File: src/rtl/ebus_io_responder_if.sv
// EBUS signal bundle between the EBOX (master) and a device-side responder (slave).
// Vectors are numbered [N-1:0]; EBUS bit 0 is the MSB, so EBUS bit n sits at index N-1-n.
interface ebus_io_responder_if;
    logic [6:0]  cs;
    logic [2:0]  func;
    logic        demand;
    logic [35:0] dataIn;
    logic        xfer;
    logic        driving;
    logic [35:0] data;

    modport master (
        output cs, func, demand, dataIn,
        input  xfer, driving, data
    );

    modport slave (
        input  cs, func, demand, dataIn,
        output xfer, driving, data
    );
endinterface

File: src/rtl/ebus_io_responder.sv
// Generic EBUS conditional-I/O responder: CONO/CONI/DATAO/DATAI handshake, one output and one
// input buffer toward the local device side, and a PI request on the programmed channel.
module ebus_io_responder #(
    parameter logic [6:0]  DEVCODE    = 7'o040,
    parameter int unsigned XFER_DELAY = 2
) (
    input  logic               clk,
    input  logic               CROBAR,
    ebus_io_responder_if.slave ebus,
    output logic [6:0]         pi_req,
    output logic [35:0]        out_data,
    output logic               out_valid,
    input  logic               out_ready,
    input  logic [35:0]        in_data,
    input  logic               in_valid,
    output logic               in_ready
);

    typedef enum logic [1:0] {StIdle, StWait, StXfer, StRelease} state_e;

    localparam logic [2:0] FnCono  = 3'd0;
    localparam logic [2:0] FnConi  = 3'd1;
    localparam logic [2:0] FnDatao = 3'd2;
    localparam logic [2:0] FnDatai = 3'd3;
    localparam logic [3:0] CntInit = 4'(XFER_DELAY - 1);

    state_e      state_q, state_d;
    logic [3:0]  cnt_q, cnt_d;
    logic [2:0]  func_q;
    logic [35:0] wdata_q, rdata_q;
    logic [2:0]  pia_q, pia_d;
    logic        done_q, done_d, busy_q, busy_d, error_q, error_d;
    logic        inten_q, inten_d, infull_q, infull_d;
    logic [35:0] obuf_q, obuf_d, ibuf_q, ibuf_d;
    logic [6:0]  pi_req_q, pi_req_d;

    logic        accept, commit, is_read, out_fire, in_fire;
    logic [35:0] coni_word;

    assign accept    = (state_q == StIdle) && ebus.demand && (ebus.cs == DEVCODE) &&
                       (ebus.func <= FnDatai);
    assign commit    = (state_q == StWait) && ebus.demand && (cnt_q == 4'd0);
    assign is_read   = (func_q == FnConi) || (func_q == FnDatai);
    assign out_fire  = busy_q & out_ready;
    assign in_fire   = in_valid & ~infull_q;
    assign coni_word = {28'b0, infull_q, inten_q, error_q, busy_q, done_q, pia_q};

    always_ff @(posedge clk) begin
        if (CROBAR) begin
            state_q <= StIdle;
            cnt_q   <= 4'd0;
        end else begin
            state_q <= state_d;
            cnt_q   <= cnt_d;
        end
    end

    always_comb begin
        state_d = state_q;
        cnt_d   = cnt_q;
        case (state_q)
            StIdle: begin
                if (accept) begin
                    state_d = StWait;
                    cnt_d   = CntInit;
                end
            end
            StWait: begin
                if (!ebus.demand)        state_d = StIdle;
                else if (cnt_q == 4'd0)  state_d = StXfer;
                else                     cnt_d   = cnt_q - 4'd1;
            end
            StXfer:    if (!ebus.demand) state_d = StRelease;
            StRelease: state_d = StIdle;
            default:   state_d = StIdle;
        endcase
    end

    always_comb begin
        ebus.xfer    = 1'b0;
        ebus.driving = 1'b0;
        case (state_q)
            StWait: ebus.driving = is_read;
            StXfer: begin
                ebus.xfer    = 1'b1;
                ebus.driving = is_read;
            end
            default: ;
        endcase
        ebus.data = ebus.driving ? rdata_q : 36'b0;
    end

    // Local-side events are applied last so a hardware set of done beats a CONO clear.
    always_comb begin
        pia_d    = pia_q;
        done_d   = done_q;
        busy_d   = busy_q;
        error_d  = error_q;
        inten_d  = inten_q;
        infull_d = infull_q;
        obuf_d   = obuf_q;
        ibuf_d   = ibuf_q;
        if (commit) begin
            case (func_q)
                FnCono: begin
                    pia_d   = wdata_q[2:0];
                    if (wdata_q[4]) done_d  = 1'b1;
                    if (wdata_q[3]) done_d  = 1'b0;
                    if (wdata_q[5]) error_d = 1'b0;
                    inten_d = wdata_q[6];
                end
                FnDatao: begin
                    if (busy_q) begin
                        error_d = 1'b1;
                    end else begin
                        obuf_d = wdata_q;
                        busy_d = 1'b1;
                    end
                end
                FnDatai: begin
                    if (!infull_q) error_d = 1'b1;
                    infull_d = 1'b0;
                end
                default: ;
            endcase
        end
        if (out_fire) begin
            busy_d = 1'b0;
            done_d = 1'b1;
        end
        if (in_fire) begin
            ibuf_d   = in_data;
            infull_d = 1'b1;
            done_d   = 1'b1;
        end
        pi_req_d = (done_q && inten_q && (pia_q != 3'd0)) ? (7'b1000000 >> (pia_q - 3'd1))
                                                           : 7'b0;
    end

    always_ff @(posedge clk) begin
        if (CROBAR) begin
            func_q   <= 3'd0;
            wdata_q  <= 36'b0;
            rdata_q  <= 36'b0;
            pia_q    <= 3'd0;
            done_q   <= 1'b0;
            busy_q   <= 1'b0;
            error_q  <= 1'b0;
            inten_q  <= 1'b0;
            infull_q <= 1'b0;
            obuf_q   <= 36'b0;
            ibuf_q   <= 36'b0;
            pi_req_q <= 7'b0;
        end else begin
            if (accept) begin
                func_q  <= ebus.func;
                wdata_q <= ebus.dataIn;
                rdata_q <= (ebus.func == FnConi) ? coni_word : ibuf_q;
            end
            pia_q    <= pia_d;
            done_q   <= done_d;
            busy_q   <= busy_d;
            error_q  <= error_d;
            inten_q  <= inten_d;
            infull_q <= infull_d;
            obuf_q   <= obuf_d;
            ibuf_q   <= ibuf_d;
            pi_req_q <= pi_req_d;
        end
    end

    assign pi_req    = pi_req_q;
    assign out_data  = obuf_q;
    assign out_valid = busy_q;
    assign in_ready  = ~infull_q;

endmodule

File: src/flat_wrapper.sv
// flat-port wrapper written by rule: the top's interface ports become plain ports
module ebus_io_responder_flat 
#(
    parameter logic [6:0]  DEVCODE    = 7'o040,
    parameter int unsigned XFER_DELAY = 2
)
  (clk, CROBAR, pi_req, out_data, out_valid, out_ready, in_data, in_valid, in_ready, ebus_cs, ebus_func, ebus_demand, ebus_dataIn, ebus_xfer, ebus_driving, ebus_data);
  ebus_io_responder_if ebus_i ();
  input  logic clk;
  input  logic CROBAR;
  output logic [6:0] pi_req;
  output logic [35:0] out_data;
  output logic out_valid;
  input  logic out_ready;
  input  logic [35:0] in_data;
  input  logic in_valid;
  output logic in_ready;
  input wire logic [$bits(ebus_i.cs)-1:0] ebus_cs;
  input wire logic [$bits(ebus_i.func)-1:0] ebus_func;
  input wire logic [$bits(ebus_i.demand)-1:0] ebus_demand;
  input wire logic [$bits(ebus_i.dataIn)-1:0] ebus_dataIn;
  output wire logic [$bits(ebus_i.xfer)-1:0] ebus_xfer;
  output wire logic [$bits(ebus_i.driving)-1:0] ebus_driving;
  output wire logic [$bits(ebus_i.data)-1:0] ebus_data;
  assign ebus_i.cs = ebus_cs;
  assign ebus_i.func = ebus_func;
  assign ebus_i.demand = ebus_demand;
  assign ebus_i.dataIn = ebus_dataIn;
  assign ebus_xfer = ebus_i.xfer;
  assign ebus_driving = ebus_i.driving;
  assign ebus_data = ebus_i.data;
  ebus_io_responder #(.DEVCODE(DEVCODE), .XFER_DELAY(XFER_DELAY)) u_core (.clk(clk), .CROBAR(CROBAR), .ebus(ebus_i), .pi_req(pi_req), .out_data(out_data), .out_valid(out_valid), .out_ready(out_ready), .in_data(in_data), .in_valid(in_valid), .in_ready(in_ready));
endmodule
File: config.mk
export PLATFORM = sky130hd
export DESIGN_NAME = ebus_io_responder_flat
export DESIGN_NICKNAME = d
export VERILOG_FILES = /design/src/rtl/ebus_io_responder_if.sv /design/src/rtl/ebus_io_responder.sv /design/src/flat_wrapper.sv
export SDC_FILE = /design/constraint.sdc
export NUM_CORES = 1
export LEC_CHECK = 0
export ABC_AREA = 1
export CAP_MARGIN = 0
export CORE_ASPECT_RATIO = 1.2
export CORE_UTILIZATION = 53
export CTS_BUF_LIST = sky130_fd_sc_hd__clkbuf_16
export DETAILED_ROUTE_END_ITERATION = 6
export PLACE_DENSITY = 0.89
export SYNTH_ARGS = -nofsm -noshare
export SYNTH_HDL_FRONTEND = slang
export SYNTH_SLANG_ARGS = --single-unit
File: constraint.sdc
create_clock -name clk -period 2.7 [get_ports clk]
set_clock_uncertainty 0.2 [all_clocks]
set_input_delay 0.405 -clock clk [delete_from_list [all_inputs] [get_ports clk]]
set_output_delay 0.405 -clock clk [all_outputs]
set_load 0.05 [all_outputs]
==> Flow_metrics.wiki <==
{| class="wikitable"
! Metric !! Value
|-
| Met2 Wirelength || 8520 um
|-
| Prevailing post-synth register cell || sky130_fd_sc_hd__dfxtp_1
|-
| Max-Slew Margin vs Limit || 58.2%
|-
| Worst hold stages || 2
|-
| Largest delay contributor family on the critical path || buffers and inverters
|-
| Diode count || 0
|-
| Remaining DRCs || 0
|-
| Initial antenna violation count || 0
|-
| Clock sink count || 168
|-
| Crit path capture type || output pin
|-
| Achievable Freq || 0.389 GHz
|-
| Critical Path Source Type || register
|-
| CP Max Fanout || 37
|-
| Portion of the clock cycle consumed by the worst path in the final layout || 95.3%
|-
| Metal-1 WL || 7020 um
|-
| Slew @ Worst Pin || 625 ps
|-
| Setup TNS || 0 ps
|-
| Final core utilization || 76.7%
|-
| Remaining global-route overflow || 0
|-
| Worst-path clk slew || 60 ps
|-
| DP HPWL || 11300 um
|-
| Std-Cell Core Area || 0.0122 mm^2
|-
| Leakage dissipation || 3.51 nW
|-
| VDD IR max || 0.334 mV
|-
| GPL Wtd Cong || 0.861
|-
| Critical path's largest stage delay || 380 ps
|-
| Resized Gates After CTS || 0
|-
| Via count || 6300
|-
| H-tree level count || 4
|-
| Site row count || 44
|-
| Most used cell, CP || sky130_fd_sc_hd__buf_12
|-
| Final Hold Fails || 0
|-
| Critical path depth || 6
|-
| Number of global-route vias before repair || 6088
|-
| Share of cells above drive strength 1 || 9.33%
|-
| Net count reported at finish || 1133
|-
| Pwr/cell area || 593 mW/mm^2
|-
| Number of enable flip-flop cells after synthesis || 0
|-
| Yosys synthesis warning count || 0
|-
| Maxcap violations || 0
|-
| Max Slew Vio Count || 0
|-
| R2R Setup Slk || 620 ps
|-
| Number of standard cells after synthesis || 889
|-
| CTS tree || done
|-
| Classification of the worst-slack hold path || register to register
|-
| Routed length on met3 || 1190 um
|-
| Quantity of I/O buffers inserted on ports || 169
|-
| Starting DRC count in detailed routing || 421
|-
| Largest net degree at the start of global routing || 45
|-
| Insertion delay to the later sink of the worst-skew pair || 420 ps
|-
| Die height || 125 um
|-
| Register area share after synthesis || 50.6%
|-
| CTS max path bufs || 2
|-
| Buffers plus inverters on the worst setup path || 3
|-
| Per-cell via count in the routed design || 5.20
|-
| Library cell occupying the most area in the post-synthesis netlist || sky130_fd_sc_hd__dfxtp_1
|-
| Total iterations of the first detailed-routing run || 7
|-
| Async SR Flop Fraction || 0%
|-
| Final setup fails || 0
|-
| CP Data Required Time || 2100 ps
|-
| Setup bufs post-CTS || 0
|-
| Ordered cell list for the critical path || inv_1 > ha_1 > nand3_1 > buf_12 > nor2_1 > buf_12
|-
| I/O pins || 170
|-
| Total global-route track usage || 27.4%
|-
| Setup repair after global routing missed its margin || false
|-
| Cell at the slowest stage of the critical path || sky130_fd_sc_hd__dfxtp_1
|-
| Arrival time worst endpoint || 1970 ps
|-
| Syn-to-layout area delta || 40.4%
|-
| Area enclosed by the die boundary || 0.0130 mm^2
|-
| Top post-synthesis cells by area || sky130_fd_sc_hd__dfxtp_1 51%, sky130_fd_sc_hd__nor2_1 13%, sky130_fd_sc_hd__a21oi_1 6.5%
|-
| Floorplan die width || 104 um
|-
| Number of distinct library cell variants in the gate-level netlist after synthesis || 31
|-
| Initial core utilization || 54.6%
|-
| Cell area after synthesis || 0.00664 mm^2
|-
| Average wire per standard cell || 14.3 um
|-
| Antenna Nets Post-Route || 0
|-
| Yosys reg bits || 168
|-
| Post-CTS Hold Buffers || 0
|-
| Worst setup path category || register to output pin
|-
| Run status || complete, no violations
|-
| Top cell type's share of synthesized area || 50.6%
|-
| Highest routed layer || met4
|-
| Global-route wire length before repair || 28800 um
|-
| Min Clock Period, post-route || 2570 ps
|-
| Syn Nets || 985
|-
| Num CTS Buffers || 17
|-
| Cell at the root of the clock tree || sky130_fd_sc_hd__clkbuf_16
|-
| Routed wire length || 17300 um
|-
| Number of cells traversed by the worst register-to-register path || 8
|-
| Syn Area/Cell || 7.47 um^2
|}
-- Yosys cell counts (4+ instances only) --
library cell / n
sky130_fd_sc_hd__nor2_1: 224
sky130_fd_sc_hd__dfxtp_1: 168
sky130_fd_sc_hd__nand2_1: 111
sky130_fd_sc_hd__a21oi_1: 86
sky130_fd_sc_hd__o21ai_0: 79
sky130_fd_sc_hd__inv_1: 71
sky130_fd_sc_hd__nor3_1: 32
sky130_fd_sc_hd__clkbuf_1: 29
sky130_fd_sc_hd__o21ai_1: 18
sky130_fd_sc_hd__nand3_1: 13
sky130_fd_sc_hd__buf_6: 12
sky130_fd_sc_hd__ha_1: 9
sky130_fd_sc_hd__buf_2: 8
sky130_fd_sc_hd__nand4_1: 4
-- cell type report --
| cell class | count | area, um^2 |
|---|---|---|
| sequential | 168 | 3360 |
| fill | 875 | 2840 |
| multi-input combinational | 592 | 2690 |
| timing repair buffer | 184 | 2220 |
| clock buffer | 17 | 425 |
| inverter | 74 | 279 |
| tap | 161 | 201 |
| clock inverter | 15 | 153 |
-- through the flow --
| step | cells | setup slack, ps | hold WS [ps] | instance area (um^2) | power [W] |
|---|---|---|---|---|---|
| 2_1_floorplan | 889 | 283 | 230 | 6640 | 0.00297 |
| 3_5_place_dp | 1179 | 376 | 245 | 8750 | 0.00321 |
| 4_1_cts | 1211 | 112 | 232 | 9330 | 0.00556 |
| 3_3_place_gp | 1179 | 465 | 238 | 8750 | 0.00318 |
| 6_report | 1211 | 127 | 255 | 9330 | 0.00553 |
| 5_1_grt | 1211 | 5.50 | 269 | 9330 | 0.00575 |
-- registers in the layout, summed over array words and instances (netlist names), 3 cells and up, named ones only --
| name | flops |
|---|---|
| u_core.cnt_q | 4 |
| u_core.ibuf_q | 36 |
| u_core.wdata_q | 36 |
| u_core.rdata_q | 36 |
| u_core.func_q | 3 |
| u_core.pi_req | 7 |
| u_core.out_data | 36 |
| u_core.pia_q | 3 |
-- cells by family after synthesis --
family / count (synthesis) / share of synthesized area (%)
simple gates: 398 / 24.7
compound gates: 184 / 13.9
flops: 168 / 50.6
buf+inv: 129 / 8.98
fa+ha+maj: 9 / 1.70
xor+xnor: 1 / 0.132
-- where the power goes --
group / total [W] / internal [W] / switching [W]
clock network: 0.00237 / 0.00137 / 0.00101
logic: 0.000563 / 0.000249 / 0.000314
registers: 0.00259 / 0.00255 / 0.0000435
-- tightest hold or removal path: stages, from the launching register on --
cell and delay [ps]:
sky130_fd_sc_hd__dfxtp_1 300, sky130_fd_sc_hd__inv_1 60, sky130_fd_sc_hd__a21oi_1 50
-- worst paths after layout --
check / start / to
worst max-delay path: u_core.state_q[0] / ebus_data[14]
worst min-delay path: u_core.rdata_q[2] / u_core.rdata_q[2]
worst max register to register: u_core.state_q[0] / u_core.wdata_q[8]
worst min register to register: u_core.rdata_q[2] / u_core.rdata_q[2]
-- per-layer routing --
layer  vias up  global-route usage [%]
met5         -                       0
met4         0                    13.9
met3        48                    6.54
met2       269                    45.7
met1      2867                    32.8
li1       3116                       -
-- cell usage in the layout, fill, tap and decap left out, types with 4 or more instances in the layout --
master,n
sky130_fd_sc_hd__ha_1,9
sky130_fd_sc_hd__inv_1,71
sky130_fd_sc_hd__inv_6,4
sky130_fd_sc_hd__clkbuf_16,17
sky130_fd_sc_hd__dfxtp_1,168
sky130_fd_sc_hd__o21ai_1,18
sky130_fd_sc_hd__nand2_1,111
sky130_fd_sc_hd__buf_12,41
sky130_fd_sc_hd__clkdlybuf4s50_1,131
sky130_fd_sc_hd__buf_4,11
sky130_fd_sc_hd__a21oi_1,86
sky130_fd_sc_hd__nor3_1,32
sky130_fd_sc_hd__nand3_1,13
sky130_fd_sc_hd__nand4_1,4
sky130_fd_sc_hd__o21ai_0,79
sky130_fd_sc_hd__nor2_1,223
Note: power is estimated with default switching activity, not from simulation.
